## src/rtl/compare_seq.sv

```systemverilog
// compare_seq: serial MSB-first A/B magnitude comparator (Start/Ready/Busy/Done handshake, cascade inputs, registered QAGB/QASB/QAEB)
module compare_seq #(
  parameter int WIDTH = 8,
  parameter int SLICE = 4
) (
  input  logic             CLK,
  input  logic             RST,
  input  logic             Start,
  input  logic [WIDTH-1:0] DataA,
  input  logic [WIDTH-1:0] DataB,
  input  logic             Signed,
  input  logic             CasGT,
  input  logic             CasLT,
  input  logic             CasEQ,
  output logic             Ready,
  output logic             Busy,
  output logic             Done,
  output logic             QAGB,
  output logic             QASB,
  output logic             QAEB
);
  localparam int NSLICE = WIDTH / SLICE;
  localparam int IW = NSLICE > 1 ? $clog2(NSLICE) : 1;
  localparam logic [WIDTH-1:0] MSB = WIDTH'(1) << (WIDTH - 1);
  typedef enum logic [1:0] {IDLE, RUN, DONE} state_t;
  state_t state;
  logic [WIDTH-1:0] a_q, b_q;
  logic [IW-1:0] idx;
  logic cgt, clt, ceq;
  logic [SLICE-1:0] sa, sb;
  logic [2:0] cas_res;
  assign sa = a_q[idx*SLICE +: SLICE];
  assign sb = b_q[idx*SLICE +: SLICE];
  assign cas_res = ceq ? 3'b001 : cgt ? 3'b100 : clt ? 3'b010 : 3'b001;
  always_ff @(posedge CLK) begin
    if (RST) begin
      state <= IDLE;
      idx <= '0;
      Ready <= 1'b1;
      Busy <= 1'b0;
      Done <= 1'b0;
      {QAGB, QASB, QAEB} <= 3'b000;
    end else begin
      case (state)
        IDLE: if (Start) begin
          a_q <= DataA ^ (Signed ? MSB : '0);
          b_q <= DataB ^ (Signed ? MSB : '0);
          {cgt, clt, ceq} <= {CasGT, CasLT, CasEQ};
          idx <= IW'(NSLICE - 1);
          state <= RUN;
          Ready <= 1'b0;
          Busy <= 1'b1;
        end
        RUN: if (sa != sb || idx == '0) begin
          {QAGB, QASB, QAEB} <= sa != sb ? {sa > sb, sa < sb, 1'b0} : cas_res;
          state <= DONE;
          Busy <= 1'b0;
          Done <= 1'b1;
        end else begin
          idx <= idx - 1'b1;
        end
        DONE: begin
          state <= IDLE;
          Done <= 1'b0;
          Ready <= 1'b1;
        end
        default: begin
          state <= IDLE;
          Ready <= 1'b1;
          Busy <= 1'b0;
          Done <= 1'b0;
        end
      endcase
    end
  end
endmodule

```

## config.mk

```make
export PLATFORM = sky130hd
export DESIGN_NAME = compare_seq
export DESIGN_NICKNAME = d
export VERILOG_FILES = /design/src/rtl/compare_seq.sv
export SDC_FILE = /design/constraint.sdc
export NUM_CORES = 1
export LEC_CHECK = 0
export CORE_MARGIN = 2
export CORE_UTILIZATION = 50
export DETAILED_ROUTE_END_ITERATION = 8
export GPL_TIMING_DRIVEN = 0
export PLACE_DENSITY = 0.8
export SLEW_MARGIN = 0
export SYNTH_ARGS = -nofsm -noshare
export SYNTH_HDL_FRONTEND = slang
export SYNTH_SLANG_ARGS = --single-unit
```

## constraint.sdc

```tcl
create_clock -name CLK -period 5.49 [get_ports CLK]
set_clock_uncertainty 0.15 [all_clocks]
set_input_delay 0.8235 -clock CLK [delete_from_list [all_inputs] [get_ports CLK]]
set_output_delay 0.8235 -clock CLK [all_outputs]
set_load 0.02 [all_outputs]
```

# Yosys cells after proc, flatten, opt, wreduce, memory -nomap -nowiden
# Cells that the tools add are included.
# classes
addsub,1
n_eq_ne,6
reduce_logical,10
mux,17
bitwise_logic,7
shifts,2
magnitude_cmp,2
# op_table
cell,count
$shiftx A8 B4 Y4,2
$xor A8 B8 Y8,2
$mux W3,3
$reduce_and A3 Y1,3
$mux W8,1
$reduce_and A2 Y1,4
$mux W2,3
$ne A2 B2 Y1 const B,3
$pmux W1 S2,3
$mux W1,5
$not A1 Y1,5
$gt A4 B4 Y1,1
$lt A4 B4 Y1,1
$ne A4 B4 Y1,1
$pmux W2 S2,1
$pmux W1 S3,1
$eq A2 B1 Y1 const B,1
$eq A2 B2 Y1 const B,1
$logic_not A2 Y1,1
$reduce_bool A2 Y1,1
$logic_or A1 B1 Y1,1
$sub A1 B1 Y1 const B,1
# totals
reg_bits,28
out_inout_bits,6
input_bits,23

# Logic depth before layout (Yosys ltp)
# depth
word_depth,5
mapped_depth,8
mapped_depth_nobuf,6

# Worst setup path after synthesis
# No wires, ideal clock.
# synth_path
kind,in2reg
startpoint,in RST
endpoint,"reg a_q[0], enable pin"
cell_stages,2
required_ns,4.916
setup_slack_ns,2.446
setup_ns,0.424
arrival_time_ns,2.471
cell_sequence,clkbuf_1 > nor3_1
# synth_via
elab_chain_cells,2
# synth_rtl
item,line_no,source
start: declaration,7,"input logic RST,"
$not A1 Y1 (no source line),--,
$reduce_and A3 Y1 (no source line),--,
end signal: assignment,46,a_q <= DataA ^ (Signed ? MSB : '0);
end: declaration,27,"logic [WIDTH-1:0] a_q, b_q;"
# Every way passes these cells.
# A chain may end at the register's enable or synchronous reset.

# Worst setup path after layout
# layout_path
startpoint,reg idx
endpoint,reg QAGB
# layout_via
elab_chain_cells,4
elab_cells_between_ends,8
cone_classes,1 x order compare; 1 x eq/ne; 2 x shift; 1 x mux; 1 x bitwise; 2 x reduce/logical
# layout_rtl
item,line_no,source
start: declaration,28,logic [IW-1:0] idx;
start signal: assignment,49,idx <= IW'(NSLICE - 1);
start signal: assignment,60,idx <= idx - 1'b1;
branches (longest 4 deep; another with $gt A4 B4 Y1),--,
end signal: assignment,55,"{QAGB, QASB, QAEB} <= sa != sb ? {sa > sb, sa < sb, 1'b0} : cas_res;"
end: declaration,18,"output logic QAGB,"
# Several ways; the timed one is not identified.

==> results by group <==
Timing
  • Slew HR: between 40% and 50%
  • Worst-margin pin slew: 0.779 ns
  • Final period util: between 40% and 50%
  • Max frequency: a little over 400 MHz
  • Setup Viol. Count Final: 0
  • Final Hold Fails: 0
  • Final min period: 2.41 ns
  • Fin Setup TNS: 0 ns
  • Final worst slack: 3.08 ns
  • RSZ-0062 raised after global routing: false
  • Slew Limit Fails: 0

Layout
  • Commonest non-fill, non-tap cell in the layout: clkdlybuf4s50_1
  • Synth-to-Final Area Change: 30.6%
  • Most frequent cells in the layout: clkdlybuf4s50_1, edfxtp_1, dfxtp_1, a21oi_1
  • Share of cells above drive strength 1: between 10% and 20%
  • Design area: between 1000 and 1500 um^2
  • # nets final: ~140
  • # fillers: between 150 and 200
  • Inserted Diodes: 0

Yosys
  • Async S/R FF share, synth: 0%
  • Flops & latches, synth: 28
  • Synth Instances: 81
  • Synth Area per Inst: between 10 and 15 um^2
  • Post-synth top flop: edfxtp_1
  • Netlist cell types: 29
  • Post-synth EDFFs: 19
  • Mapped Nets: ~110
  • Mapped cell area: 1140 um^2
  • Synth warn: 0
  • Register area share after synthesis: between 60% and 70%

Detailed routing
  • Pre-antenna DRT Iters: 4
  • Final WL: ~1.7 mm
  • # DRC: 0
  • Via/cell ratio: approximately 5.1
  • Iter 0 DRT Violations: 5
  • Drt wl/cell: around 12 um
  • Antenna viol nets, final: 0
  • Via count: around 720

Global route
  • GRT overflow: 0
  • Initial antenna violation count: 0
  • Gr usage total: between 10% and 20%
  • Largest net degree at the start of global routing: 16
  • First-pass GRT wire length: roughly 2.9 mm
  • Vias in the first global route: between 700 and 800

CTS
  • Clock tree from TritonCTS: done
  • Maximum level of the CTS H-tree: 1
  • CTS Buf Count: 3
  • Worst-path clk slew: 0.13 ns
  • Post-CTS resize count: 0
  • Setup bufs post-CTS: 0
  • Clk buf depth: 2
  • CTS root buffer: clkbuf_4
  • Hold-fix buffers at CTS: 0
  • Clock latency at the later pin of the worst-skew pair: around 0.32 ns
  • Clock sink count: 28

Power and ir drop
  • Logic pwr share: 17.4%
  • LEAKAGE: 0.539 nW
  • Power per cell area: approximately 270 nW/um^2
  • Clk pwr share: between 20% and 30%
  • Sw Ratio: 22.4%
  • Max IR drop VDD: 162 uV
  • Internal power: about 0.31 mW
  • P_sw: just under 0.09 mW
  • Sequential share of power: around 62%

Die
  • Core box area: approximately 2200 um^2
  • Die X: between 50 and 60 um
  • Cell Rows: 17
  • Num ports: 29
  • Die H: 51.7 um
  • Die ar.: 2670 um^2
  • Starting Density: 52.4%

Hold path
  • Hold Path Depth: 2
  • Hold Path Class: flop to flop

Placement
  • Pre-CTS setup slack: roughly 2.8 ns
  • RePlAce Congestion: around 0.8
  • Port bufs: 27
  • Placed inst area: 1460 um^2
  • Dpl hpwl: roughly 1.4 mm

Critical path
  • Setup crit end kind: flop
  • Crit Path Category: flop to flop
  • Reg2Reg Depth: 7
  • Req. time, crit path: 5.55 ns
  • Worst Path Max Fanout: 10
  • Worst EP arrival: between 2 and 2.5 ns
  • Crit path launch type: flop

Run
  • Max_cap viols: 0

Run status
  • Status: completed
-- cell families (layout without fill, tap and decap cells) --
family / after synthesis / count (layout) / synth area share, %
AO/OA/AOI/OAI: 16 / 16 / 9.69
XOR/XNOR: 2 / 2 / 1.54
adder cells (fa/ha/maj): 4 / 4 / 4.41
buffers and inverters: 5 / 37 / 2.42
flip-flops: 28 / 28 / 66.1
multiplexers: 8 / 8 / 7.49
AND/OR/NAND/NOR: 18 / 18 / 8.37
-- area by class of cell --
type / count / area (um^2) / area share [%]
plain buffers: 3 / 20.0 / 1.35
inverters: 2 / 7.51 / 0.506
well taps: 28 / 35.0 / 2.36
repair buffers: 28 / 282 / 19.0
multi-input cells: 48 / 363 / 24.5
clock buffers: 4 / 26.3 / 1.77
flip-flops and latches: 28 / 751 / 50.6
-- flip-flops by register name (all words and copies together) (netlist names) --
name	count
Busy	1
Done	1
QAEB	1
QAGB	1
QASB	1
Ready	1
a_q	8
b_q	8
ceq	1
cgt	1
clt	1
idx	1
state	2
-- per-stage QoR --
step           power, mW  util (%)  hold slack (ns)  cells
6_report           0.394      68.4            0.318    141
4_1_cts            0.397      68.4            0.318    141
2_1_floorplan      0.286         -            0.316     81
3_3_place_gp       0.313      66.4            0.293    136
3_5_place_dp       0.317      67.2            0.300    137
5_1_grt            0.414      68.4            0.352    141
-- Yosys cell counts (2+ instances only) --
master    count  area [um^2]
a21oi_1       5         25.0
o21ai_0       3         15.0
edfxtp_1     19          571
dfxtp_1       9          180
nand3_1       2         10.0
inv_1         2         7.51
nor2_1        4         15.0
nand2_1       4         15.0
xor2_1        2         17.5
nand2b_1      2         12.5
mux2i_1       4         40.0
a31o_2        2         17.5
mux2_2        4         45.0
ha_1          4         50.1
-- final timing paths --
check	startpoint	endpoint	slack, ns
max	idx	QAGB	3.08
min reg2reg	QAGB	QAGB	0.32
min	QAGB	QAGB	0.32
max reg2reg	idx	QAGB	3.08
-- power by group through the flow --
stage | Clock [mW] | Combinational (mW) | Sequential [mW]
finish | 0.0829 | 0.0685 | 0.243
global route | 0.0941 | 0.0757 | 0.244
CTS | 0.0848 | 0.0696 | 0.243
detailed placement | 0 | 0.0695 | 0.248
global placement | 0 | 0.0659 | 0.247
floorplan | 0 | 0.0350 | 0.251
-- critical path, cell delays in order (launching register included) --
cell	delay [ns]
dfxtp_1	0.38
buf_2	0.27
mux2_2	0.37
ha_1	0.31
and4_4	0.20
buf_6	0.13
o311ai_0	0.38
a21oi_1	0.11
-- metal layers --
metal	share of wire (%)	global-route usage, %	routed length [um]
met4	2.5	10.1	43
met5	0	0	0
met2	53	28.0	925
met1	39	15.9	682
met3	4.6	2.87	79
(Power assumes the default switching activity.)
